### config.mk
export PLATFORM = sky130hd
export DESIGN_NAME = cp0_exc_unit
export DESIGN_NICKNAME = d
export VERILOG_FILES = /design/src/rtl/cp0_pkg.sv /design/src/rtl/cp0_timer.sv /design/src/rtl/cp0_exc_unit.sv
export SDC_FILE = /design/constraint.sdc
export NUM_CORES = 1
export LEC_CHECK = 0
export CAP_MARGIN = 20
export CORE_MARGIN = 10
export CORE_UTILIZATION = 45
export CTS_CLUSTER_SIZE = 40
export DETAILED_ROUTE_END_ITERATION = 10
export PLACE_DENSITY = 0.87
export SYNTH_ARGS = -nofsm -noshare
export SYNTH_HDL_FRONTEND = slang
export SYNTH_SLANG_ARGS = --single-unit
### constraint.sdc
create_clock -name clk -period 2.97 [get_ports clk]
set_input_delay 0.594 -clock clk [delete_from_list [all_inputs] [get_ports clk]]
set_output_delay 0.594 -clock clk [all_outputs]
set_load 0.03 [all_outputs]
### src/rtl/cp0_pkg.sv
// CP0 register indices, exception codes, SR/Cause bit positions and FSM state type.
package cp0_pkg;

  localparam int unsigned CP0_REG_W  = 5;
  localparam int unsigned CP0_DATA_W = 32;
  localparam int unsigned EXC_CODE_W = 5;
  localparam int unsigned HW_INT_W   = 6;

  localparam logic [CP0_REG_W-1:0] CP0_REG_COUNT   = CP0_REG_W'(9);
  localparam logic [CP0_REG_W-1:0] CP0_REG_COMPARE = CP0_REG_W'(11);
  localparam logic [CP0_REG_W-1:0] CP0_REG_SR      = CP0_REG_W'(12);
  localparam logic [CP0_REG_W-1:0] CP0_REG_CAUSE   = CP0_REG_W'(13);
  localparam logic [CP0_REG_W-1:0] CP0_REG_EPC     = CP0_REG_W'(14);
  localparam logic [CP0_REG_W-1:0] CP0_REG_PRID    = CP0_REG_W'(15);

  localparam logic [EXC_CODE_W-1:0] EXC_INT  = EXC_CODE_W'(0);
  localparam logic [EXC_CODE_W-1:0] EXC_ADEL = EXC_CODE_W'(4);
  localparam logic [EXC_CODE_W-1:0] EXC_ADES = EXC_CODE_W'(5);
  localparam logic [EXC_CODE_W-1:0] EXC_RI   = EXC_CODE_W'(10);
  localparam logic [EXC_CODE_W-1:0] EXC_OV   = EXC_CODE_W'(12);

  localparam int unsigned SR_IE_BIT    = 0;
  localparam int unsigned SR_EXL_BIT   = 1;
  localparam int unsigned SR_IM_LO     = 10;
  localparam int unsigned SR_IM_HI     = 15;
  localparam int unsigned CAUSE_BD_BIT = 31;
  localparam int unsigned CAUSE_IP_LO  = 10;
  localparam int unsigned CAUSE_IP_HI  = 15;
  localparam int unsigned CAUSE_EXC_LO = 2;
  localparam int unsigned CAUSE_EXC_HI = 6;

  localparam logic [CP0_DATA_W-1:0] CP0_HANDLER = 32'h0000_4180;

  // NORMAL mirrors EXL=0, HANDLER mirrors EXL=1
  typedef enum logic {
    ST_NORMAL  = 1'b0,
    ST_HANDLER = 1'b1
  } cp0_state_e;

endpackage

### src/rtl/cp0_timer.sv
// Count/Compare timer: Count free-runs and wraps, TI latches on match until Compare is rewritten.
module cp0_timer
  import cp0_pkg::*;
(
  input  logic                  clk,
  input  logic                  reset,
  input  logic                  count_we,
  input  logic                  compare_we,
  input  logic [CP0_DATA_W-1:0] wd,
  output logic [CP0_DATA_W-1:0] count,
  output logic [CP0_DATA_W-1:0] compare,
  output logic                  ti
);

  // Count increments every cycle unless written; a Compare write clears TI over a same-cycle match
  always_ff @(posedge clk or negedge reset) begin
    if (!reset) begin
      count   <= '0;
      compare <= '0;
      ti      <= 1'b0;
    end else begin
      count <= count_we ? wd : CP0_DATA_W'(count + CP0_DATA_W'(1));
      if (compare_we) begin
        compare <= wd;
        ti      <= 1'b0;
      end else if (count == compare) begin
        ti <= 1'b1;
      end
    end
  end

endmodule

### src/rtl/cp0_exc_unit.sv
// MEM-stage CP0 and exception responder: SR/Cause/EPC/PRId, interrupt vs exception arbitration,
// mfc0/mtc0/eret. Define CP0_TIMER_EN to build in Count/Compare and the timer interrupt on IP[15].
module cp0_exc_unit
  import cp0_pkg::*;
#(
  parameter logic [CP0_DATA_W-1:0] PRID_VAL = 32'h0000_7001
) (
  input  logic                  clk,
  input  logic                  reset,
  input  logic [CP0_DATA_W-1:0] PC_MEM,
  input  logic                  br_j_MEM,
  input  logic                  PC_err_MEM,
  input  logic                  RI_MEM,
  input  logic                  overflow_MEM,
  input  logic                  adel_MEM,
  input  logic                  ades_MEM,
  input  logic                  eret_MEM,
  input  logic                  mtc0_MEM,
  input  logic [CP0_REG_W-1:0]  c0_WA_MEM,
  input  logic [CP0_REG_W-1:0]  c0_RA_MEM,
  input  logic [CP0_DATA_W-1:0] c0_WD,
  input  logic [HW_INT_W-1:0]   HWInt,
  output logic [CP0_DATA_W-1:0] c0_RD,
  output logic [CP0_DATA_W-1:0] EPC,
  output logic                  IntReq
);

  cp0_state_e                state;
  logic [HW_INT_W-1:0]       sr_im;
  logic                      sr_ie;
  logic                      cause_bd;
  logic [HW_INT_W-1:0]       cause_ip;
  logic [EXC_CODE_W-1:0]     cause_exc;
  logic [CP0_DATA_W-1:0]     epc_q;
  logic                      exl;
  logic [HW_INT_W-1:0]       ip_live;
  logic                      int_pend;
  logic                      exc_any;
  logic                      mtc0_ok;
  logic [EXC_CODE_W-1:0]     exc_code;
  logic [CP0_DATA_W-1:0]     rd_mux;

  assign exl = (state == ST_HANDLER);

`ifdef CP0_TIMER_EN
  logic [CP0_DATA_W-1:0] count;
  logic [CP0_DATA_W-1:0] compare;
  logic                  ti;

  cp0_timer u_timer (
    .clk        (clk),
    .reset      (reset),
    .count_we   (mtc0_ok && (c0_WA_MEM == CP0_REG_COUNT)),
    .compare_we (mtc0_ok && (c0_WA_MEM == CP0_REG_COMPARE)),
    .wd         (c0_WD),
    .count      (count),
    .compare    (compare),
    .ti         (ti)
  );

  assign ip_live = {HWInt[HW_INT_W-1] | ti, HWInt[HW_INT_W-2:0]};
`else
  assign ip_live = HWInt;
`endif

  // Interrupt uses live lines so it is taken in the same cycle the line rises
  assign int_pend = (|(ip_live & sr_im)) & sr_ie & ~exl;
  assign exc_any  = PC_err_MEM | RI_MEM | overflow_MEM | adel_MEM | ades_MEM;
  assign IntReq   = reset & (int_pend | (exc_any & ~exl));
  assign mtc0_ok  = mtc0_MEM & ~IntReq;
  assign EPC      = epc_q;

  // Exception code by fixed priority
  always_comb begin
    exc_code = EXC_INT;
    if (int_pend)          exc_code = EXC_INT;
    else if (PC_err_MEM)   exc_code = EXC_ADEL;
    else if (RI_MEM)       exc_code = EXC_RI;
    else if (overflow_MEM) exc_code = EXC_OV;
    else if (adel_MEM)     exc_code = EXC_ADEL;
    else if (ades_MEM)     exc_code = EXC_ADES;
  end

  // mfc0 read mux; returns pre-write values, forced to zero while in reset
  always_comb begin
    rd_mux = '0;
    case (c0_RA_MEM)
      CP0_REG_SR: begin
        rd_mux[SR_IM_HI:SR_IM_LO] = sr_im;
        rd_mux[SR_EXL_BIT]        = exl;
        rd_mux[SR_IE_BIT]         = sr_ie;
      end
      CP0_REG_CAUSE: begin
        rd_mux[CAUSE_BD_BIT]                = cause_bd;
        rd_mux[CAUSE_IP_HI:CAUSE_IP_LO]     = cause_ip;
        rd_mux[CAUSE_EXC_HI:CAUSE_EXC_LO]   = cause_exc;
      end
      CP0_REG_EPC:     rd_mux = epc_q;
      CP0_REG_PRID:    rd_mux = PRID_VAL;
`ifdef CP0_TIMER_EN
      CP0_REG_COUNT:   rd_mux = count;
      CP0_REG_COMPARE: rd_mux = compare;
`endif
      default:         rd_mux = '0;
    endcase
    c0_RD = reset ? rd_mux : '0;
  end

  // State and CP0 registers: exception beats eret and mtc0; eret beats an SR write for EXL
  always_ff @(posedge clk or negedge reset) begin
    if (!reset) begin
      state     <= ST_NORMAL;
      sr_im     <= '0;
      sr_ie     <= 1'b0;
      cause_bd  <= 1'b0;
      cause_ip  <= '0;
      cause_exc <= EXC_INT;
      epc_q     <= '0;
    end else begin
      cause_ip <= ip_live;
      if (IntReq) begin
        state     <= ST_HANDLER;
        cause_exc <= exc_code;
        cause_bd  <= br_j_MEM;
        epc_q     <= br_j_MEM ? CP0_DATA_W'(PC_MEM - CP0_DATA_W'(4)) : PC_MEM;
      end else begin
        if (mtc0_ok && (c0_WA_MEM == CP0_REG_SR)) begin
          sr_im <= c0_WD[SR_IM_HI:SR_IM_LO];
          sr_ie <= c0_WD[SR_IE_BIT];
          state <= c0_WD[SR_EXL_BIT] ? ST_HANDLER : ST_NORMAL;
        end
        if (mtc0_ok && (c0_WA_MEM == CP0_REG_EPC)) begin
          epc_q <= {c0_WD[CP0_DATA_W-1:2], 2'b00};
        end
        if (eret_MEM) begin
          state <= ST_NORMAL;
        end
      end
    end
  end

endmodule
## Yosys cells after proc, flatten, opt, wreduce, memory -nomap -nowiden

Cells that the tools add are included.

- Register bits: 52
- Input port bits: 90
- Word-level logic and storage cells: 53
- Output and inout port bits: 65

- Muxes and demuxes: 20
- Add/subtract/negate cells: 1
- Reduce and logical (&&, ||, !) cells: 6
- Bitwise gates (word level): 13
- Eq/ne operators: 6

Operator list:

| kind | count |
|---|---|
| $mux 32 | 4 |
| $sub 32x3->32 const B | 1 |
| $eq 5x4->1 const B | 6 |
| $pmux 6 s4 | 1 |
| $mux 15 | 1 |
| $mux 4 | 3 |
| $pmux 5 s2 | 1 |
| $mux 3 | 3 |
| $and 6x6->6 | 1 |
| $pmux 2 s3 | 1 |
| $reduce_or 6->1 | 1 |
| $and 1x1->1 | 5 |
| $mux 5 | 1 |
| $or 1x1->1 | 5 |
| $mux 1 | 4 |
| $reduce_bool 3->1 | 1 |
| $logic_and 1x1->1 | 2 |
| $not 1->1 | 2 |
| $pmux 1 s2 | 1 |
| $reduce_and 2->1 | 1 |
| $reduce_bool 2->1 | 1 |

## Logic depth before layout (Yosys ltp)

- Word-level depth: 13
- Depth in mapped cells: 7
- Depth with buffers taken out: 6

## Least setup slack after synthesis

Ideal clock, no wire load.

- Path kind: in2out
- Start: input port HWInt[1]
- End: output port IntReq
- Path slack: 0.455 ns
- Cell stages on the path: 6
- Buffers on the path: 2
- Required time: 2.376 ns
- Arrival: 1.921 ns
- Cell sequence: a22oi_1 -> nand3_1 -> a41oi_1 -> buf_2 -> clkbuf_1 -> inv_1

- Longest elaborated chain between the ends: 6

Ends and longest elaborated chain:

| item | line | text |
|---|---|---|
| start: declaration | cp0_exc_unit.sv:22 | `input logic [HW_INT_W-1:0] HWInt,` |
| $and 6x6->6 | cp0_exc_unit.sv:67 | `assign int_pend = (\|(ip_live & sr_im)) & sr_ie & ~exl;` |
| $reduce_or 6->1 | cp0_exc_unit.sv:67 |  |
| $and 1x1->1 (2 in series) | cp0_exc_unit.sv:67 |  |
| $or 1x1->1 | cp0_exc_unit.sv:69 | `assign IntReq = reset & (int_pend \| (exc_any & ~exl));` |
| $and 1x1->1 | cp0_exc_unit.sv:69 |  |
| end: declaration | cp0_exc_unit.sv:25 | `output logic IntReq` |

No other way between the ends.

## Worst setup path after layout

- Start: input port c0_RA_MEM[1]
- End: output port c0_RD[13]

- Longest elaborated chain between the ends: 3
- Elaborated cells on any way between the ends: 6
- Classes of those cells: 4 x eq/ne; 2 x mux

Ends and longest elaborated chain:

| item | line | text |
|---|---|---|
| start: declaration | cp0_exc_unit.sv:20 | `input logic [CP0_REG_W-1:0] c0_RA_MEM,` |
| $eq 5x4->1 | cp0_exc_unit.sv:87 | `case (c0_RA_MEM)` |
| $pmux 6 s4 * | cp0_exc_unit.sv:87 |  |
| $mux 32 * | cp0_exc_unit.sv:106 | `c0_RD = reset ? rd_mux : '0;` |
| end: declaration | cp0_exc_unit.sv:23 | `output logic [CP0_DATA_W-1:0] c0_RD,` |

Every way passes the cells marked *; elsewhere a longest branch is shown, timed or not.

==> metrics.txt <==
status finished clean; Nets 579; switching share of power between 30% and 40%; kind of critical path in2out; CP required 2380 ps; area taken by multi-input logic gates about 0.0019 mm^2; synth cell count leaders dfrtp_1, mux2i_1, nor2_1, xnor2_1, and2_1; initial DRC count 78; Area Growth Syn to Fin 54.5%; CP Max Fanout 8; Core ar. 0.00687 mm^2; Critical-path top delay cell clkdlybuf4s50_1; Critical Path Sink Type output pin; Mapped Area around 0.0032 mm^2; Setup crit start kind input port; area leader, netlist dfrtp_1; Leak approximately 2 nW; Overall Global Routing Usage between 10% and 20%; Area contributors post-synth dfrtp_1, mux2i_1, xnor2_1; asr flop ratio synth 100%; R2R depth 6; Syn Inst Count approximately 330; post-CTS setup buffers 0; dpl hpwl about 9 mm; CTS resizes 0; Slew @ Worst Pin approximately 450 ps; register area roughly 0.0013 mm^2; die height around 100 um; PD cells roughly 490 mW/mm^2; Worst Skew approximately 3.0 ps; initial core utilization 47.0%; Avg Inst Size Synth between 9 and 10 um^2; fmax 371 MHz; Synth top area share approximately 40%; Die ar. approximately 0.011 mm^2; DR pass1 iterations 4; unrepaired setup endpoints after global routing false; vias post-DR 3,088; r2r endpoint sr_im[3]$_DFFE_PN0P_; Hold Vio Cnt, Final 0; Clock power frac between 10% and 20%; Clock Tree Root clkbuf_8; hold crit path type in2async; Die Width roughly 100 um; sequential area share after synthesis between 30% and 40%; DR WL/cell about 19 um; layout cells sized above 1 16.6%; DRC 0; count of different cell masters after synthesis 42; Int Pwr roughly 1.6 mW; CP bufs+invs 3; Sequential Power Share between 30 and 40%; Via density 5.29; CTS clk-pin slew, worst paths about 90 ps; initial antenna violation count 0; crit share post-route 90.7%; final RePlAce weighted congestion 0.825; ANT nets after route 0; most common cell in the netlist dfrtp_1; Skew-Pair Late Insertion Delay around 300 ps; post-route setup TNS 0 ps; P_sw roughly 0.9 mW; vias in the first global route 3,296; hold_buf cts 0; Syn. warnings 0; io pins 155; r2r startpoint sr_im[1]$_DFFE_PN0P_; Post-synth EDFFs 0; slowest stage delay, CP just under 600 ps; Routed WL around 11 mm; r2r setup slk 870 ps; Max VDD drop 0.338 mV; clock tree sinks between 50 and 60; top_reg_cell synth dfrtp_1; Antenna diodes 0; Comb pwr share 40.9%; final core utilization between 70 and 80%; fin. max-slew vios 0; CP Launch Point c0_RA_MEM[1]; Synthesized Nets 422; CTS tree built; pin count of the biggest net entering global routing 59; number of core rows 30; number of max-cap violations 0; fillers approximately 550; WP data arrival approximately 2100 ps; H-tree depth 2; max_slew headroom a little over two thirds; Fin Hold WS approximately 350 ps; Yosys reg bits slightly above 50; ordered cell list for the critical path clkdlybuf4s50_1 > buf_4 > mux2_2 > o22ai_1 > nor2_1 > buf_4; final setup fails 0; family with the most delay on the worst path buffers and inverters; TritonCTS buffer count 5; first-pass GRT wire length between 15 and 20 mm; GRT overflow 0; Most common cell on crit path buf_4; Period minus WS final approximately 2700 ps; PortBufs 154; clock buffer depth 2
==> worst max path at each step <==
stage                                end  slack, ps  depth (start not counted)
global route                   c0_RD[12]        190                          6
global placement       sr_ie$_DFFE_PN0P_        300                          7
finish                         c0_RD[13]        280                          6
detailed placement  sr_im[3]$_DFFE_PN0P_        220                          7
floorplan                         IntReq        450                          6
CTS                            c0_RD[13]        280                          6
==> power by group through the flow <==
stage          clock network, mW  registers (mW)  logic [mW]
3_5_place_dp                   0           0.982        1.01
5_1_grt                    0.511           0.995        1.07
3_3_place_gp                   0           0.974       0.992
6_report                   0.476           0.969        1.00
4_1_cts                    0.491           0.971        1.01
2_1_floorplan                  0            1.17       0.305
==> routing by layer <==
metal,track usage (%),up-vias,wire [um],share of wire [%]
met3,8.54,11,1050,9.6
li1,-,1494,-,-
met4,4.71,0,157,1.4
met2,32.6,120,5310,48
met1,22.2,1463,4440,41
met5,0,-,0,0
==> cell type report <==
class	instances	area share [%]
multi-input cells	257	37.6
well taps	96	2.41
clock inverters	2	0.752
repair buffers	167	31.8
clock buffers	5	1.38
inverters	6	0.451
flip-flops and latches	51	25.6
==> through the flow <==
step | instance area (um^2) | worst slack [ps] | total power, mW | instances
floorplan | 3230 | 455 | 1.47 | 331
global placement | 4890 | 300 | 1.97 | 577
detailed placement | 4890 | 225 | 1.99 | 577
CTS | 4990 | 278 | 2.48 | 584
global route | 4990 | 190 | 2.58 | 584
finish | 4990 | 277 | 2.44 | 584
==> logic make-up (layout without fill, tap and decap cells) <==
logic type | Yosys count | in the layout | share of synthesized area (%)
flops | 51 | 51 | 39.5
mux | 61 | 61 | 19.5
simple gates | 124 | 124 | 21.9
compound gates | 43 | 43 | 7.98
fa+ha+maj | 1 | 1 | 0.387
buf+inv | 23 | 180 | 3.17
xor+xnor | 28 | 28 | 7.59
==> sequential cells by signal, indices dropped and copies added, names as in the netlist <==
register   cells
cause_exc      4
cause_bd       1
sr_ie          1
sr_im          6
exl            1
EPC           32
cause_ip       6
==> cells in the final DEF, fill, tap and decap left out, types with 7 or more instances in the layout <==
cell             instances
and2_1                  19
xnor2_1                 24
clkdlybuf4s50_1        120
nand2_1                 12
a21oi_1                 16
mux2_2                  15
buf_4                   43
nor2_1                  37
dfrtp_1                 51
nor3_1                  14
o21ai_0                 11
mux2i_1                 46
a22oi_1                  9
nor4_1                   7
==> worst reg2reg max path, delay by kind of cell, from the launching register on <==
| kind | cells | cell delay, ps |
|---|---|---|
| compound gates | 2 | 500 |
| simple gates | 2 | 450 |
| buf+inv | 1 | 280 |
| flops | 1 | 410 |
| mux | 1 | 340 |
Note: power is estimated with default switching activity, not from simulation.
